File: src/rtl/hazard_pkg.sv
// hazard_pkg: shared FSM state type, constants and counter-width helper for the hazard control unit.
package hazard_pkg;
    typedef enum logic [1:0] {RUN = 2'd0, LD_WAIT = 2'd1, FLUSH = 2'd2} haz_state_t;
    localparam int REG_ZERO = 0;
    localparam int DEF_AW = 5;
    function automatic int cw_req(input int mem_lat, input int flush_slots);
        int m;
        int w;
        m = (mem_lat > flush_slots) ? mem_lat : flush_slots;
        w = 1;
        while ((1 << w) <= m) w++;
        return w;
    endfunction
endpackage

File: src/rtl/hazard_ctrl_unit_if.sv
// hazard_ctrl_unit_if: pipeline-side signals of the hazard control unit.
interface hazard_ctrl_unit_if #(parameter int AW = 5);
    logic stall_en, fwd_en;
    logic [AW-1:0] id_rs, id_rt, ex_rd, mem_rd;
    logic id_uses_rs, id_uses_rt, id_branch, id_jump, br_taken;
    logic ex_reg_write, ex_mem_read, mem_reg_write, mem_mem_read;
    logic pc_write, ifid_write, ifid_flush, ctrl_pass, busy;
    modport master (
        output stall_en, fwd_en, id_rs, id_rt, id_uses_rs, id_uses_rt, id_branch, id_jump, br_taken,
               ex_rd, ex_reg_write, ex_mem_read, mem_rd, mem_reg_write, mem_mem_read,
        input  pc_write, ifid_write, ifid_flush, ctrl_pass, busy
    );
    modport slave (
        input  stall_en, fwd_en, id_rs, id_rt, id_uses_rs, id_uses_rt, id_branch, id_jump, br_taken,
               ex_rd, ex_reg_write, ex_mem_read, mem_rd, mem_reg_write, mem_mem_read,
        output pc_write, ifid_write, ifid_flush, ctrl_pass, busy
    );
endinterface

File: src/rtl/hazard_src_match.sv
// hazard_src_match: one destination/source dependency check; register 0 never matches.
module hazard_src_match import hazard_pkg::*; #(
    parameter int AW = DEF_AW
) (
    input  logic [AW-1:0] d,
    input  logic [AW-1:0] s,
    input  logic          u,
    output logic          hit
);
    assign hit = u && (d != AW'(REG_ZERO)) && (d == s);
endmodule

File: src/rtl/hazard_ctrl_unit.sv
// hazard_ctrl_unit: RAW/control hazard interlock with multi-cycle load stall and multi-slot flush.
// Optional HAZ_PERF_CNT_EN adds saturating stall/flush cycle counters with perf_clr.
module hazard_ctrl_unit import hazard_pkg::*; #(
    parameter int AW          = DEF_AW,
    parameter int MEM_LAT     = 1,
    parameter int FLUSH_SLOTS = 1,
    parameter int CW          = 4
) (
    input logic clk,
    input logic reset,
    hazard_ctrl_unit_if.slave hz
`ifdef HAZ_PERF_CNT_EN
    ,
    input  logic        perf_clr,
    output logic [31:0] stall_cycles,
    output logic [31:0] flush_cycles
`endif
);
    if (cw_req(MEM_LAT, FLUSH_SLOTS) > CW) begin : g_cw_chk
        $error("hazard_ctrl_unit: CW too narrow for MEM_LAT/FLUSH_SLOTS");
    end
    haz_state_t state;
    logic [CW-1:0] cnt;
    logic ex_rs_hit, ex_rt_hit, mem_rs_hit, mem_rt_hit;
    logic ex_hit, mem_hit, h_lu, h_bex, h_bmem, h_nf, raw, ctl, stall, flush;
    hazard_src_match #(.AW(AW)) u_ex_rs  (.d(hz.ex_rd),  .s(hz.id_rs), .u(hz.id_uses_rs), .hit(ex_rs_hit));
    hazard_src_match #(.AW(AW)) u_ex_rt  (.d(hz.ex_rd),  .s(hz.id_rt), .u(hz.id_uses_rt), .hit(ex_rt_hit));
    hazard_src_match #(.AW(AW)) u_mem_rs (.d(hz.mem_rd), .s(hz.id_rs), .u(hz.id_uses_rs), .hit(mem_rs_hit));
    hazard_src_match #(.AW(AW)) u_mem_rt (.d(hz.mem_rd), .s(hz.id_rt), .u(hz.id_uses_rt), .hit(mem_rt_hit));
    assign ex_hit  = ex_rs_hit || ex_rt_hit;
    assign mem_hit = mem_rs_hit || mem_rt_hit;
    assign h_lu    = hz.ex_mem_read && hz.ex_reg_write && ex_hit;
    assign h_bex   = hz.id_branch && hz.ex_reg_write && !hz.ex_mem_read && ex_hit;
    assign h_bmem  = hz.id_branch && hz.mem_mem_read && hz.mem_reg_write && mem_hit;
    assign h_nf    = !hz.fwd_en && ((hz.ex_reg_write && ex_hit) || (hz.mem_reg_write && mem_hit));
    assign raw     = hz.stall_en && !hz.id_jump && (h_lu || h_bex || h_bmem || h_nf);
    assign ctl     = hz.id_jump || (hz.id_branch && hz.br_taken);
    // Reset gates the decode so outputs fall back to defaults while it is held.
    assign stall = !reset && ((state == LD_WAIT) || (state == RUN && raw));
    assign flush = !reset && ((state == FLUSH) || (state == RUN && !raw && ctl));
    assign hz.pc_write   = !stall;
    assign hz.ifid_write = !(stall || flush);
    assign hz.ifid_flush = flush;
    assign hz.ctrl_pass  = !(stall || flush);
    assign hz.busy       = !reset && (state != RUN);
    always_ff @(posedge clk or posedge reset) begin
        if (reset) begin
            state <= RUN;
            cnt   <= '0;
        end else if (state == RUN) begin
            if (raw && h_lu && MEM_LAT > 1) begin
                state <= LD_WAIT;
                cnt   <= CW'(MEM_LAT - 1);
            end else if (!raw && ctl && FLUSH_SLOTS > 1) begin
                state <= FLUSH;
                cnt   <= CW'(FLUSH_SLOTS - 1);
            end
        end else begin
            cnt   <= cnt - CW'(1);
            state <= (cnt == CW'(1)) ? RUN : state;
        end
    end
`ifdef HAZ_PERF_CNT_EN
    always_ff @(posedge clk or posedge reset) begin
        if (reset) begin
            stall_cycles <= '0;
            flush_cycles <= '0;
        end else if (perf_clr) begin
            stall_cycles <= '0;
            flush_cycles <= '0;
        end else begin
            stall_cycles <= (stall && stall_cycles != '1) ? stall_cycles + 32'd1 : stall_cycles;
            flush_cycles <= (flush && flush_cycles != '1) ? flush_cycles + 32'd1 : flush_cycles;
        end
    end
`endif
endmodule

File: src/flat_wrapper.sv
// flat-port wrapper written by rule: the top's interface ports become plain ports
module hazard_ctrl_unit_flat import hazard_pkg::*;
#(
    parameter int AW          = DEF_AW,
    parameter int MEM_LAT     = 1,
    parameter int FLUSH_SLOTS = 1,
    parameter int CW          = 4
)
  (clk, reset, hz_stall_en, hz_fwd_en, hz_id_rs, hz_id_rt, hz_id_uses_rs, hz_id_uses_rt, hz_id_branch, hz_id_jump, hz_br_taken, hz_ex_rd, hz_ex_reg_write, hz_ex_mem_read, hz_mem_rd, hz_mem_reg_write, hz_mem_mem_read, hz_pc_write, hz_ifid_write, hz_ifid_flush, hz_ctrl_pass, hz_busy);
  hazard_ctrl_unit_if #(.AW(AW)) hz_i ();
  input logic clk;
  input logic reset;
  input wire logic [$bits(hz_i.stall_en)-1:0] hz_stall_en;
  input wire logic [$bits(hz_i.fwd_en)-1:0] hz_fwd_en;
  input wire logic [$bits(hz_i.id_rs)-1:0] hz_id_rs;
  input wire logic [$bits(hz_i.id_rt)-1:0] hz_id_rt;
  input wire logic [$bits(hz_i.id_uses_rs)-1:0] hz_id_uses_rs;
  input wire logic [$bits(hz_i.id_uses_rt)-1:0] hz_id_uses_rt;
  input wire logic [$bits(hz_i.id_branch)-1:0] hz_id_branch;
  input wire logic [$bits(hz_i.id_jump)-1:0] hz_id_jump;
  input wire logic [$bits(hz_i.br_taken)-1:0] hz_br_taken;
  input wire logic [$bits(hz_i.ex_rd)-1:0] hz_ex_rd;
  input wire logic [$bits(hz_i.ex_reg_write)-1:0] hz_ex_reg_write;
  input wire logic [$bits(hz_i.ex_mem_read)-1:0] hz_ex_mem_read;
  input wire logic [$bits(hz_i.mem_rd)-1:0] hz_mem_rd;
  input wire logic [$bits(hz_i.mem_reg_write)-1:0] hz_mem_reg_write;
  input wire logic [$bits(hz_i.mem_mem_read)-1:0] hz_mem_mem_read;
  output wire logic [$bits(hz_i.pc_write)-1:0] hz_pc_write;
  output wire logic [$bits(hz_i.ifid_write)-1:0] hz_ifid_write;
  output wire logic [$bits(hz_i.ifid_flush)-1:0] hz_ifid_flush;
  output wire logic [$bits(hz_i.ctrl_pass)-1:0] hz_ctrl_pass;
  output wire logic [$bits(hz_i.busy)-1:0] hz_busy;
  assign hz_i.stall_en = hz_stall_en;
  assign hz_i.fwd_en = hz_fwd_en;
  assign hz_i.id_rs = hz_id_rs;
  assign hz_i.id_rt = hz_id_rt;
  assign hz_i.id_uses_rs = hz_id_uses_rs;
  assign hz_i.id_uses_rt = hz_id_uses_rt;
  assign hz_i.id_branch = hz_id_branch;
  assign hz_i.id_jump = hz_id_jump;
  assign hz_i.br_taken = hz_br_taken;
  assign hz_i.ex_rd = hz_ex_rd;
  assign hz_i.ex_reg_write = hz_ex_reg_write;
  assign hz_i.ex_mem_read = hz_ex_mem_read;
  assign hz_i.mem_rd = hz_mem_rd;
  assign hz_i.mem_reg_write = hz_mem_reg_write;
  assign hz_i.mem_mem_read = hz_mem_mem_read;
  assign hz_pc_write = hz_i.pc_write;
  assign hz_ifid_write = hz_i.ifid_write;
  assign hz_ifid_flush = hz_i.ifid_flush;
  assign hz_ctrl_pass = hz_i.ctrl_pass;
  assign hz_busy = hz_i.busy;
  hazard_ctrl_unit #(.AW(AW), .MEM_LAT(MEM_LAT), .FLUSH_SLOTS(FLUSH_SLOTS), .CW(CW)) u_core (.clk(clk), .reset(reset), .hz(hz_i));
endmodule
File: config.mk
export PLATFORM = sky130hd
export DESIGN_NAME = hazard_ctrl_unit_flat
export DESIGN_NICKNAME = d
export VERILOG_FILES = /design/src/rtl/hazard_pkg.sv /design/src/rtl/hazard_ctrl_unit_if.sv /design/src/rtl/hazard_src_match.sv /design/src/rtl/hazard_ctrl_unit.sv /design/src/flat_wrapper.sv
export SDC_FILE = /design/constraint.sdc
export NUM_CORES = 1
export LEC_CHECK = 0
export ABC_AREA = 1
export BUFFER_PORTS_ARGS = -buffer_cell sky130_fd_sc_hd__buf_4
export CAP_MARGIN = 20
export CORE_AREA = 10 10 47 49
export DETAILED_ROUTE_END_ITERATION = 6
export DIE_AREA = 0 0 57 59
export PLACE_DENSITY = 0.82
export SLEW_MARGIN = 20
export SYNTH_ARGS = -nofsm -noshare
export SYNTH_HDL_FRONTEND = slang
export SYNTH_HIERARCHICAL = 1
export SYNTH_SLANG_ARGS = --single-unit
File: constraint.sdc
create_clock -name clk -period 1.9 [get_ports clk]
set_clock_uncertainty 0.2 [all_clocks]
set_input_delay 0.095 -clock clk [delete_from_list [all_inputs] [get_ports clk]]
set_output_delay 0.095 -clock clk [all_outputs]
set_load 0.05 [all_outputs]
==> impl_metrics.toml <==
[synthesis]
biggest_area_contributors_in_the_synthesized_netlist = "sky130_fd_sc_hd__nand2_1 37%, sky130_fd_sc_hd__inv_1 26%, sky130_fd_sc_hd__nor2_1 9.8%, sky130_fd_sc_hd__nand3_1 7.0%, sky130_fd_sc_hd__a21oi_1 4.3%"
avgSynthCellArea_sq_um = 4.141
largest_area_contributor_in_the_synthesized_netlist = "sky130_fd_sc_hd__nand2_1"
post-synth-top-area-fraction_pct = 36.52
synthDistinctLibCells = 12
synth_sequential_area_ratio_pct = 0
syn_inst = 139
synth.yosys.warnings = 6
syn-num-nets = 172
syn_area_sq_um = 575.6

[flow_run]
maxCapViolations = 0

[detailed_routing]
via_per_inst = 4.413
drt_pre_antenna_iters = 4
post_drt_wl_per_cell_um = 9.751
drt.antenna.violating_nets = 0
detail_route.wirelength_um = 1843
drc = 0
routed-via-count = 834
dr_iter_0_viols = 16

[layout]
drive_gt1_share_pct = 24.86
area_delta_synth_final_pct = 47.83
post-route-cell-area_sq_um = 850.8
filler_cell_count = 165
seq_cell_count = 0
fin_nets = 208
multi_input_area_sq_um = 410.4
finalNonFillerCells = 189
number_of_clock_tree_buffers_in_the_layout = 0
register_area_sq_um = 0
antenna_cells_inserted = 0
fin_util_pct = 60.71

[pwr]
switchingPower_mw = 0.09807
fin_total_pwr_mw = 0.1787
power-per-cell-area_nw_per_um2 = 210.1
worst_ir_drop_vdd_v = 0.0001063
internal-power_mw = 0.08064
power.share.switching_pct = 54.88
power_frac_clock_pct = 0
power.combinational.fraction_pct = 100.0
power_leakage_nw = 0.6083
sequentialPowerShare_pct = 0

[timing]
rsz0062_at_grt = "false"
setup_slack_ns = 0.3833
setup_viol = 0
hold_violations = 0
slew_violations = 0
final.min_clock_period_ns = 1.517
setup_tns_final_ns = 0
max_freq_mhz = 659.3
final.hold.worst_slack_ns = 0.3725
fin_crit_sh_pct = 79.83

[clock_network]
postCtsSetupBuffers = 0
cts.hold.buffers_added = 0
ctsResizeCount = 0

[placement]
pre_cts_ws_ns = 0.3889
gpl.final_weighted_congestion = 0.9042
detailed_place.area_sq_um = 850.8
hpwl_um = 1642
numPlacedInstances = 189
io_buffer_count = 36

[global_routing]
grt_util_met2_pct = 19.22
globalRouteMet1Util_pct = 11.48
global_route.usage.met3_pct = 2.575
maximum_number_of_pins_on_one_net_before_global_route_repair = 7
vias_in_the_first_global_route = 778
grt.overflow.total = 0
antenna_violations_before_repair = 0
wire_length_of_the_first_global_routing_pass_um = 3008
grt.total_usage_pct = 10.05
busiest_layer = "met2"

[min_path]
hold_start = "reset"
holdCritPathClass = "primary input to output pin"

[die]
row_count = 14
fp.dieW_um = 57
core-area_sq_um = 1401
io_pins = 38
initial_core_util_pct = 41.07
fp.dieArea_sq_um = 3363
floorplan.die.height_um = 59

[critical_path]
critPathMaxFanout = 4
timing_worst_setup_path_type = "primary input to output pin"
cp-start-kind = "primary input"
cp-end-kind = "output pin"
wp_data_required_ns = 1.60
signal_arrival_time_at_the_worst_endpoint_ns = 1.22
startpoint = "hz_mem_rd[3]"

[outcome]
run_status = "finished clean"
==> power by group through the flow <==
stage                     clock network [mW]  registers, mW  logic [mW]
after floorplan                            0              0      0.0964
after global placement                     0              0       0.176
after detailed placement                   0              0       0.179
after CTS                                  0              0       0.179
after global routing                       0              0       0.201
final                                      0              0       0.179
==> final timing paths <==
kind,endpoint,depth (start not counted)
hold / removal,hz_pc_write,4
setup / recovery,hz_ifid_write,15
==> area by class of cell <==
| type | instances | area share [%] |
|---|---|---|
| inverters | 40 | 17.65 |
| well taps | 16 | 2.353 |
| repair buffers | 36 | 31.76 |
| multi-input cells | 97 | 48.24 |
==> cells in the final DEF (no fill, tap or decap) <==
cell type / count
sky130_fd_sc_hd__nand2_1: 56
sky130_fd_sc_hd__inv_1: 40
sky130_fd_sc_hd__buf_4: 36
sky130_fd_sc_hd__nor2_1: 15
sky130_fd_sc_hd__nand3_1: 8
sky130_fd_sc_hd__o21ai_1: 5
sky130_fd_sc_hd__a21oi_1: 5
sky130_fd_sc_hd__nor2_2: 4
sky130_fd_sc_hd__nand2_2: 1
sky130_fd_sc_hd__a21oi_2: 1
sky130_fd_sc_hd__nand3_2: 1
sky130_fd_sc_hd__conb_1: 1
==> synthesized netlist by cell type, drive strengths merged <==
library cell / count
nand2: 57
inv: 40
nor2: 19
nand3: 9
a21oi: 6
o21ai: 5
buf: 2
conb: 1
==> critical path, cell delays in order <==
cell and delay, ns:
sky130_fd_sc_hd__buf_4 0.10, sky130_fd_sc_hd__inv_1 0.05, sky130_fd_sc_hd__nand2_1 0.05, sky130_fd_sc_hd__nand2_1 0.05, sky130_fd_sc_hd__nor2_2 0.11, sky130_fd_sc_hd__nand3_1 0.08
sky130_fd_sc_hd__nor2_1 0.09, sky130_fd_sc_hd__nor2_1 0.05, sky130_fd_sc_hd__nor2_1 0.08, sky130_fd_sc_hd__nand2_1 0.06, sky130_fd_sc_hd__nand2_2 0.06, sky130_fd_sc_hd__nand3_2 0.06
sky130_fd_sc_hd__nand2_1 0.06, sky130_fd_sc_hd__inv_1 0.04, sky130_fd_sc_hd__buf_4 0.18
==> layer usage <==
metal  routed length, um  vias up
li1                    -      462
met1                 828      339
met2                 843       33
met3                 171        0
met4                   0        0
met5                   0        -
==> cells by family (layout without fill, tap and decap cells) <==
logic type / Yosys count / in the layout / share of synthesized area, %
other: 1 / 1 / 0.6515
buffers and inverters: 42 / 76 / 28.69
AO/OA/AOI/OAI: 11 / 11 / 10.22
AND/OR/NAND/NOR: 85 / 85 / 60.43
Power figures use the tool's default switching activity.
